--- src/rtl/flit_sink_monitor_pkg.sv ---
// Shared definitions for the flit sink monitor: flit type codes, type-field
// placement, FSM encodings and default widths.
package flit_sink_monitor_pkg;

  localparam int DATAW_DEF = 66;
  localparam int VCHW_DEF  = 2;
  localparam int LENW_DEF  = 8;
  localparam int CNTW_DEF  = 32;
  localparam int TYPEW     = 2;

  typedef enum logic [1:0] {
    TYPE_NONE = 2'b00,
    TYPE_HEAD = 2'b01,
    TYPE_DATA = 2'b10,
    TYPE_TAIL = 2'b11
  } flit_type_e;

  typedef enum logic {
    ST_IDLE = 1'b0,
    ST_BODY = 1'b1
  } state_e;

  // The type field occupies the top TYPEW bits of a flit.
  function automatic int type_lsb(input int dataw);
    return dataw - TYPEW;
  endfunction

endpackage

--- src/rtl/flit_sink_monitor_popcount_tree.sv ---
// Combinational popcount of a W-bit vector built as a balanced adder tree
// over a power-of-two padded set of leaves.
module popcount_tree
  import flit_sink_monitor_pkg::*;
#(
  parameter int W = DATAW_DEF
) (
  input  logic [W-1:0]             i_vec,
  output logic [$clog2(W+1)-1:0]   o_cnt
);

  localparam int OUTW   = $clog2(W + 1);
  localparam int LVLS   = $clog2(W);
  localparam int LEAVES = 1 << LVLS;

  logic [OUTW-1:0] w_node [0:LVLS][0:LEAVES-1];

  // Leaves hold one input bit each; every level sums adjacent pairs.
  always_comb begin
    for (int l = 0; l <= LVLS; l++) begin
      for (int n = 0; n < LEAVES; n++) begin
        w_node[l][n] = {OUTW{1'b0}};
      end
    end
    for (int i = 0; i < W; i++) begin
      w_node[0][i] = OUTW'(i_vec[i]);
    end
    for (int l = 0; l < LVLS; l++) begin
      for (int n = 0; n < (LEAVES >> (l + 1)); n++) begin
        w_node[l+1][n] = w_node[l][2*n] + w_node[l][2*n+1];
      end
    end
  end

  assign o_cnt = w_node[LVLS][0];

endmodule

--- src/rtl/flit_sink_monitor.sv ---
// Flit stream sink: checks HEAD/DATA*/TAIL framing, reports completed packets
// and accumulates data-bus toggle activity inside a measurement window.
module flit_sink_monitor
  import flit_sink_monitor_pkg::*;
#(
  parameter int DATAW = DATAW_DEF,
  parameter int VCHW  = VCHW_DEF,
  parameter int LENW  = LENW_DEF,
  parameter int CNTW  = CNTW_DEF
) (
  input  logic             clk,
  input  logic             rst_,
  input  logic [DATAW-1:0] idata,
  input  logic             ivalid,
  input  logic [VCHW-1:0]  ivch,
  input  logic             meas_en,
  input  logic             clr,
  output logic             pkt_done,
  output logic [LENW-1:0]  pkt_len,
  output logic [VCHW-1:0]  pkt_vch,
  output logic [CNTW-1:0]  pkt_cnt,
  output logic [CNTW-1:0]  toggle_cnt,
  output logic [CNTW-1:0]  err_cnt,
  output logic             err_flag
);

  localparam int TYPE_LSB = type_lsb(DATAW);
  localparam int POPW     = $clog2(DATAW + 1);

  flit_type_e       w_type;
  state_e           r_state;
  state_e           w_state_nxt;
  logic [LENW-1:0]  r_len;
  logic [LENW-1:0]  w_len_nxt;
  logic [LENW-1:0]  w_len_inc;
  logic [VCHW-1:0]  r_cur_vch;
  logic [VCHW-1:0]  w_cur_vch_nxt;
  logic             w_err;
  logic             w_done;

  logic             r_pkt_done;
  logic [LENW-1:0]  r_pkt_len;
  logic [VCHW-1:0]  r_pkt_vch;
  logic [CNTW-1:0]  r_pkt_cnt;
  logic [CNTW-1:0]  r_toggle_cnt;
  logic [CNTW-1:0]  r_err_cnt;
  logic             r_err_flag;
  logic [DATAW-1:0] r_prev_data;
  logic             r_prev_ok;

  logic [POPW-1:0]  w_pop;
  logic [CNTW:0]    w_tog_sum;

  assign w_type    = flit_type_e'(idata[TYPE_LSB +: TYPEW]);
  assign w_len_inc = (r_len == {LENW{1'b1}}) ? r_len : r_len + LENW'(1'b1);

  popcount_tree #(
    .W (DATAW)
  ) u_popcount (
    .i_vec (idata ^ r_prev_data),
    .o_cnt (w_pop)
  );

  assign w_tog_sum = {1'b0, r_toggle_cnt} + (CNTW + 1)'(w_pop);

  always_ff @(posedge clk or negedge rst_) begin
    if (!rst_) begin
      r_state   <= ST_IDLE;
      r_len     <= {LENW{1'b0}};
      r_cur_vch <= {VCHW{1'b0}};
    end else begin
      r_state   <= w_state_nxt;
      r_len     <= w_len_nxt;
      r_cur_vch <= w_cur_vch_nxt;
    end
  end

  // NONE flits never affect framing, including the VC consistency check.
  always_comb begin
    w_state_nxt   = r_state;
    w_len_nxt     = r_len;
    w_cur_vch_nxt = r_cur_vch;
    w_err         = 1'b0;
    w_done        = 1'b0;
    if (ivalid) begin
      case (r_state)
        ST_IDLE: begin
          case (w_type)
            TYPE_HEAD: begin
              w_state_nxt   = ST_BODY;
              w_len_nxt     = LENW'(1'b1);
              w_cur_vch_nxt = ivch;
            end
            TYPE_DATA, TYPE_TAIL: w_err = 1'b1;
            default:              w_err = 1'b0;
          endcase
        end
        ST_BODY: begin
          if ((w_type != TYPE_NONE) && (ivch != r_cur_vch)) begin
            w_err = 1'b1;
          end else begin
            w_err = 1'b0;
          end
          case (w_type)
            TYPE_HEAD: begin
              w_err         = 1'b1;
              w_len_nxt     = LENW'(1'b1);
              w_cur_vch_nxt = ivch;
            end
            TYPE_DATA: w_len_nxt = w_len_inc;
            TYPE_TAIL: begin
              w_state_nxt = ST_IDLE;
              w_done      = 1'b1;
            end
            default: w_state_nxt = ST_BODY;
          endcase
        end
        default: w_state_nxt = ST_IDLE;
      endcase
    end else begin
      w_state_nxt = r_state;
    end
  end

  always_ff @(posedge clk or negedge rst_) begin
    if (!rst_) begin
      r_pkt_done <= 1'b0;
      r_pkt_len  <= {LENW{1'b0}};
      r_pkt_vch  <= {VCHW{1'b0}};
    end else begin
      r_pkt_done <= w_done;
      if (w_done) begin
        r_pkt_len <= w_len_inc;
        r_pkt_vch <= r_cur_vch;
      end else begin
        r_pkt_len <= r_pkt_len;
        r_pkt_vch <= r_pkt_vch;
      end
    end
  end

  always_ff @(posedge clk or negedge rst_) begin
    if (!rst_) begin
      r_prev_data <= {DATAW{1'b0}};
      r_prev_ok   <= 1'b0;
    end else begin
      if (ivalid) begin
        r_prev_data <= idata;
      end else begin
        r_prev_data <= r_prev_data;
      end
      if (clr) begin
        r_prev_ok <= 1'b0;
      end else if (ivalid) begin
        r_prev_ok <= 1'b1;
      end else begin
        r_prev_ok <= r_prev_ok;
      end
    end
  end

  // Measurement counters: clr wins, all saturate instead of wrapping.
  always_ff @(posedge clk or negedge rst_) begin
    if (!rst_) begin
      r_pkt_cnt    <= {CNTW{1'b0}};
      r_toggle_cnt <= {CNTW{1'b0}};
      r_err_cnt    <= {CNTW{1'b0}};
      r_err_flag   <= 1'b0;
    end else if (clr) begin
      r_pkt_cnt    <= {CNTW{1'b0}};
      r_toggle_cnt <= {CNTW{1'b0}};
      r_err_cnt    <= {CNTW{1'b0}};
      r_err_flag   <= 1'b0;
    end else if (meas_en) begin
      if (w_done && (r_pkt_cnt != {CNTW{1'b1}})) begin
        r_pkt_cnt <= r_pkt_cnt + CNTW'(1'b1);
      end else begin
        r_pkt_cnt <= r_pkt_cnt;
      end
      if (ivalid && r_prev_ok) begin
        r_toggle_cnt <= w_tog_sum[CNTW] ? {CNTW{1'b1}} : w_tog_sum[CNTW-1:0];
      end else begin
        r_toggle_cnt <= r_toggle_cnt;
      end
      if (w_err && (r_err_cnt != {CNTW{1'b1}})) begin
        r_err_cnt <= r_err_cnt + CNTW'(1'b1);
      end else begin
        r_err_cnt <= r_err_cnt;
      end
      r_err_flag <= r_err_flag | w_err;
    end else begin
      r_pkt_cnt    <= r_pkt_cnt;
      r_toggle_cnt <= r_toggle_cnt;
      r_err_cnt    <= r_err_cnt;
      r_err_flag   <= r_err_flag;
    end
  end

  assign pkt_done   = r_pkt_done;
  assign pkt_len    = r_pkt_len;
  assign pkt_vch    = r_pkt_vch;
  assign pkt_cnt    = r_pkt_cnt;
  assign toggle_cnt = r_toggle_cnt;
  assign err_cnt    = r_err_cnt;
  assign err_flag   = r_err_flag;

endmodule

--- config.mk ---
export PLATFORM = sky130hd
export DESIGN_NAME = flit_sink_monitor
export DESIGN_NICKNAME = d
export VERILOG_FILES = /design/src/rtl/flit_sink_monitor_pkg.sv /design/src/rtl/flit_sink_monitor_popcount_tree.sv /design/src/rtl/flit_sink_monitor.sv
export SDC_FILE = /design/constraint.sdc
export NUM_CORES = 1
export LEC_CHECK = 0
export ABC_AREA = 1
export CELL_PAD_IN_SITES_DETAIL_PLACEMENT = 0
export CELL_PAD_IN_SITES_GLOBAL_PLACEMENT = 2
export CORE_MARGIN = 2
export CORE_UTILIZATION = 35
export DETAILED_ROUTE_END_ITERATION = 10
export GPL_TIMING_DRIVEN = 0
export HOLD_SLACK_MARGIN = 0.1
export PLACE_DENSITY = 0.95
export RECOVER_POWER = 50
export SYNTH_ARGS = -nofsm -noshare
export SYNTH_HDL_FRONTEND = slang
export SYNTH_SLANG_ARGS = --single-unit
export TNS_END_PERCENT = 20
--- constraint.sdc ---
create_clock -name clk -period 21.7 [get_ports clk]
set_input_delay 4.34 -clock clk [delete_from_list [all_inputs] [get_ports clk]]
set_output_delay 4.34 -clock clk [all_outputs]
set_load 0.02 [all_outputs]
==> impl_metrics.env, run 1 <==
export IMPL_status="finished, violations left"
export IMPL_violations="max-capacitance violations, max-slew violations"
export IMPL_vias_per_cell=4.67
export IMPL_cts_tree="yes"
export IMPL_cts_hold_buf=0
export IMPL_regToRegSetupSlack_ps=13700
export IMPL_cp_required_ps=20800
export IMPL_yosys_most_used_dff="dfrtp_1"
export IMPL_rsz0062_at_grt="false"
export IMPL_place_detailed_hpwl_um=30000
export IMPL_clk_pin_slew_worst_paths_ps=70
export IMPL_synth_seq_area_share_pct=34.7
export IMPL_max_freq_mhz=77.8
export IMPL_grt_ovfl_total=0
export IMPL_critPathArrivalTime_ps=11950
export IMPL_holdWs_ps=492
export IMPL_drive_gt1_share_pct=4.24
export IMPL_drv_slew=189
export IMPL_reg2reg_depth=33
export IMPL_syn_inst=1818
export IMPL_gp_congestion=0.900
export IMPL_nets=2207
export IMPL_crit_fanout=110
export IMPL_holdPathStages=2
export IMPL_synth_area_per_cell_um2=7.38
export IMPL_num_vias=11900
export IMPL_cp_buffers_inverters=2
export IMPL_clockBufferDepth=2
export IMPL_synth_cell_types=40
export IMPL_synth_area_leaders="dfrtp_1 35%, nand2_1 20%, fa_1 9.4%"
export IMPL_synth_edf_count=0
export IMPL_fin_setup_tns_ps=0
export IMPL_holdPathEnd="r_prev_data[57]"
export IMPL_dieArea_um2=39900
export IMPL_crit_family="buffers and inverters"
export IMPL_cp_common_cell="clkbuf_1"
export IMPL_start_kind="primary input"
export IMPL_synth_fp_nets=2007
export IMPL_start_util_pct=35.5
export IMPL_synthTopCellsByCount="704 x nand2_1, 194 x nor2_1, 186 x dfrtp_1, 183 x inv_1, 131 x nand3_1"
export IMPL_io_buffers=180
export IMPL_routed_wl_um=38200
export IMPL_synth_most_common_cell="nand2_1"
export IMPL_path_class="in2async"
export IMPL_htreeDepth=4
export IMPL_synthesis_area_um2=13400
export IMPL_antenna_found_initial=3
export IMPL_cts_sinks=186
export IMPL_wire_per_inst_um=15.0
export IMPL_track_usage_pct=19.8
export IMPL_slowest_stage="clkbuf_1"
export IMPL_setup_viol=0
export IMPL_max_cap_violations=2
export IMPL_min_from="r_prev_data[57]"
export IMPL_ys_seq_elements=186
export IMPL_ios=181
export IMPL_fin_crit_sh_pct=59.2
export IMPL_row_count=71
export IMPL_root_buffer="clkbuf_16"
export IMPL_worstReg2RegStart="r_prev_data[65]"
export IMPL_yosysTopAreaCell="dfrtp_1"
export IMPL_grt_start_max_net_pins=111
export IMPL_slowest_delay_ps=4310
export IMPL_yosysWarnings=0
export IMPL_grt_pass1_vias=11600
export IMPL_hold_viol=0
export IMPL_die_h_um=200
export IMPL_core_area_um2=37800
export IMPL_finClkSkew_ps=10.6
export IMPL_synth_top_cell_area_share_pct=34.7
export IMPL_dpl_cell_area_um2=15900
export IMPL_path_cells="clkbuf_1, clkbuf_1"
export IMPL_end_kind="async pin"
export IMPL_min_path_type="reg2reg"
export IMPL_tightest_slew_ps=6000
export IMPL_slew_headroom_pct=-300
export IMPL_cts_buffers=17
export IMPL_final_area_um2=16400
export IMPL_async_flop_share_pct=100
export IMPL_rr_endpoint="toggle_cnt[27]"
export IMPL_clkLatencyLatePin_ps=450
export IMPL_drtPass1Iterations=5
export IMPL_post_cts_buffers=0
export IMPL_drt_initial_drc_count=586
export IMPL_ant_nets=0
export IMPL_cts_resized_gates=0
export IMPL_syn2layout_area_growth_pct=22.4
export IMPL_drc_errors=0
export IMPL_fin_crit_ps=12850
export IMPL_grt_pass1_wl_um=61600
export IMPL_fp_dieW_um=200
-- through the flow --
step	util [%]	cells	setup slack [ps]
final	43.5	2542	8850
after floorplan	-	1818	10490
after global placement	42.0	2509	7770
after detailed placement	42.1	2510	9200
after CTS	43.6	2541	9680
after global routing	43.5	2541	6760
-- cell families after synthesis --
| kind of cell | share of synthesized area, % |
|---|---|
| xor+xnor | 7.83 |
| compound gates | 2.69 |
| fa+ha+maj | 14.3 |
| simple gates | 33.3 |
| buf+inv | 7.11 |
| flops | 34.7 |
-- layout make-up --
type,count,area [um2]
Sequential cell,186,4650
Inverter,198,743
Antenna cell,1,2.50
Timing Repair Buffer,181,1800
Clock inverter,12,139
Tap cell,511,639
Clock buffer,19,443
Fill cell,3867,21300
Buffer,46,211
Multi-Input combinational cell,1388,7800
-- per-layer routing --
layer / routed length, um / GRT usage [%] / vias to the layer above
li1: - / - / 5984
met1: 17400 / 26.1 / 5572
met2: 18100 / 33.1 / 269
met3: 1950 / 3.51 / 41
met4: 728 / 5.79 / 4
met5: 24 / 0 / -
-- worst max-delay path by stage --
stage | start | endpoint | slack, ps | depth (start not counted)
floorplan | idata[64] | toggle_cnt[29] | 10490 | 33
global placement | rst_ | r_prev_data[14] | 7770 | 1
detailed placement | idata[65] | toggle_cnt[27] | 9200 | 34
CTS | idata[65] | toggle_cnt[27] | 9680 | 34
global route | rst_ | r_prev_data[5] | 6760 | 2
finish | rst_ | err_cnt[12] | 8850 | 2
-- flip-flops by register name, summed over array words and instances, names as in the netlist, named ones only --
register / count
err_cnt: 32
err_flag: 1
pkt_cnt: 32
pkt_done: 1
pkt_len: 8
pkt_vch: 2
r_cur_vch: 2
r_len: 8
r_prev_data: 66
r_prev_ok: 1
toggle_cnt: 32
-- layout by cell type (no fill, tap or decap), types with 16 or more instances in the layout --
cell	count
o21ai_1	16
nand3_1	131
clkbuf_1	29
clkdlybuf4s50_1	175
nand2_1	704
xor2_1	103
xnor2_1	17
inv_1	184
nor2_1	195
clkbuf_16	17
dfrtp_1	186
fa_1	63
nor3_1	16
ha_1	53
nand4_1	16
Power of run 1 is left out: the tool's default activity adds up to more than one toggle a clock period on the data nets, which glitch-free logic cannot reach.
==> run 2: changes to the inputs <==
--- a/config.mk
+++ b/config.mk
@@ -9,11 +9,11 @@
 export CELL_PAD_IN_SITES_DETAIL_PLACEMENT = 0
 export CELL_PAD_IN_SITES_GLOBAL_PLACEMENT = 2
 export CORE_MARGIN = 2
-export CORE_UTILIZATION = 35
+export CORE_UTILIZATION = 32
 export DETAILED_ROUTE_END_ITERATION = 10
 export GPL_TIMING_DRIVEN = 0
 export HOLD_SLACK_MARGIN = 0.1
-export PLACE_DENSITY = 0.95
+export PLACE_DENSITY = 0.92
 export RECOVER_POWER = 50
 export SYNTH_ARGS = -nofsm -noshare
 export SYNTH_HDL_FRONTEND = slang
==> constraint.sdc (replaced) <==
create_clock -name clk -period 12.11 [get_ports clk]
set_input_delay 2.422 -clock clk [delete_from_list [all_inputs] [get_ports clk]]
set_output_delay 2.422 -clock clk [all_outputs]
set_load 0.02 [all_outputs]
==> run 2 against run 1 <==
Net effect: the flow still finishes with violations (max-capacitance violations, max-slew violations); sequential share of layout area fell by 0.12 points; cell count up 1.1%; clock skew is 7.5 ps higher; routed wire length is 2.1% higher; sequential cell count did not move; die area is 9.2% higher; register-to-register slack worse by 9500 ps; worst hold slack improved by 1.4 ps; setup slack lost 6800 ps; final area rose by 0.41%; largest cell class unchanged; critical path depth up 33; count of clock-buffer cells in the layout down 1; critical endpoint is now toggle_cnt[9].
==> impl_metrics.env, run 2 (synthesis results as in run 1) <==
export IMPL_nets=2207
export IMPL_fin_crit_sh_pct=83.3
export IMPL_clk_pin_slew_worst_paths_ps=70
export IMPL_max_cap_violations=1
export IMPL_met1_usage_pct=24.3
export IMPL_num_vias=11800
export IMPL_grt_use_met2_pct=30.5
export IMPL_layout_common_cells="704 x nand2_1, 196 x nor2_1, 186 x dfrtp_1"
export IMPL_ios=181
export IMPL_slowest_delay_ps=600
export IMPL_cts_sinks=186
export IMPL_largest_reg_flops=66
export IMPL_register_area_um2=4650
export IMPL_busiest_layer="met2"
export IMPL_cp_common_cell="inv_1"
export IMPL_drv_slew=81
export IMPL_post_route_util_pct=39.6
export IMPL_violations="max-capacitance violations, max-slew violations"
export IMPL_fill_cells=4423
export IMPL_crit_fanout=8
export IMPL_dieArea_um2=43600
export IMPL_cts_buffers=17
export IMPL_fin_setup_tns_ps=0
export IMPL_htreeDepth=4
export IMPL_tightest_slew_ps=4690
export IMPL_multi_input_area_um2=7790
export IMPL_fp_dieW_um=209
export IMPL_grt_ovfl_total=0
export IMPL_min_path_type="reg2reg"
export IMPL_row_count=75
export IMPL_slew_headroom_pct=-213
export IMPL_antenna_found_initial=3
export IMPL_regToRegSetupSlack_ps=4160
export IMPL_routed_wl_um=39000
export IMPL_grt_util_met3_pct=4.21
export IMPL_slowest_stage="dlygate4sd3_1"
export IMPL_cts_hold_buf=0
export IMPL_cts_resized_gates=0
export IMPL_start_kind="primary input"
export IMPL_path_class="in2reg"
export IMPL_drt_initial_drc_count=523
export IMPL_setup_viol=0
export IMPL_diodes=0
export IMPL_critPathArrivalTime_ps=10510
export IMPL_start_util_pct=32.2
export IMPL_regMostFlops="r_prev_data"
export IMPL_die_h_um=209
export IMPL_drive_gt1_share_pct=4.29
export IMPL_track_usage_pct=18.6
export IMPL_vias_per_cell=4.61
export IMPL_finalNonFillerCells=2569
export IMPL_cts_tree="yes"
export IMPL_wire_per_inst_um=15.2
export IMPL_finClkSkew_ps=18.1
export IMPL_status="finished, violations left"
export IMPL_rsz0062_at_grt="false"
export IMPL_drtPass1Iterations=6
export IMPL_grt_pass1_vias=11800
export IMPL_syn2layout_area_growth_pct=22.9
export IMPL_post_cts_buffers=0
export IMPL_cp_required_ps=12530
export IMPL_ant_nets=0
export IMPL_grt_start_max_net_pins=107
export IMPL_clockBufferDepth=2
export IMPL_drc_errors=0
export IMPL_fin_crit_ps=10090
export IMPL_io_buffers=180
export IMPL_hold_viol=0
export IMPL_fin_ws_ps=2020
export IMPL_clkLatencyLatePin_ps=500
export IMPL_core_area_um2=41700
export IMPL_post_place_cells=2538
export IMPL_post_place_ws_ps=1570
export IMPL_root_buffer="clkbuf_16"
export IMPL_end_kind="register"
export IMPL_place_detailed_hpwl_um=30900
export IMPL_max_freq_mhz=99.1
export IMPL_gp_congestion=0.941
export IMPL_grt_pass1_wl_um=63300
export IMPL_final_common_cell="nand2_1"
[run 2: cell count changes in the layout (fill, tap and decap cells not counted), moves of 2 or more]
cell	before	now
clkinvlp_4	1	4
clkdlybuf4s50_1	175	177
clkinv_2	2	0
dlygate4sd3_1	4	2
clkbuf_1	29	27
[run 2: path summary, 6_finish.rpt]
kind | cells after the start | to | start
max reg2reg | 34 | toggle_cnt[9] | r_prev_data[64]
min reg2reg | 2 | r_prev_data[60] | r_prev_data[60]
min | 2 | r_prev_data[60] | r_prev_data[60]
min in group asynchronous | 1 | toggle_cnt[27] | rst_
max in group asynchronous | 1 | err_cnt[27] | rst_
max | 35 | toggle_cnt[9] | idata[64]
[run 2: routing by layer]
layer  routed length [um]  part of all wire (%)
met1                18000                    46
met4                  787                   2.0
met2                18400                    47
met3                 1830                   4.7
met5                   39                  0.10
[run 2: stage by stage]
| stage | hold WS (ps) | instance area (um2) |
|---|---|---|
| 2_1_floorplan | 461 | 13400 |
| 3_3_place_gp | 469 | 15900 |
| 3_5_place_dp | 477 | 15900 |
| 4_1_cts | 496 | 16500 |
| 5_1_grt | 519 | 16500 |
| 6_report | 493 | 16500 |
[run 2: critical path: cells and delay by family]
| family | cells | cell delay, ps |
|---|---|---|
| adder cells (fa/ha/maj) | 11 | 4990 |
| AND/OR/NAND/NOR | 8 | 1020 |
| XOR/XNOR | 1 | 170 |
| AO/OA/AOI/OAI | 4 | 680 |
| buffers and inverters | 11 | 1230 |
[run 2: final cells by class]
cell class	instances	area share, %
buffer	46	1.28
clock buffer	18	2.66
clock inverter	13	0.978
inverter	198	4.50
multi-input combinational	1388	47.2
sequential	186	28.2
tap	539	4.09
timing repair buffer	181	11.0
Power of run 2 is left out for the same reason.
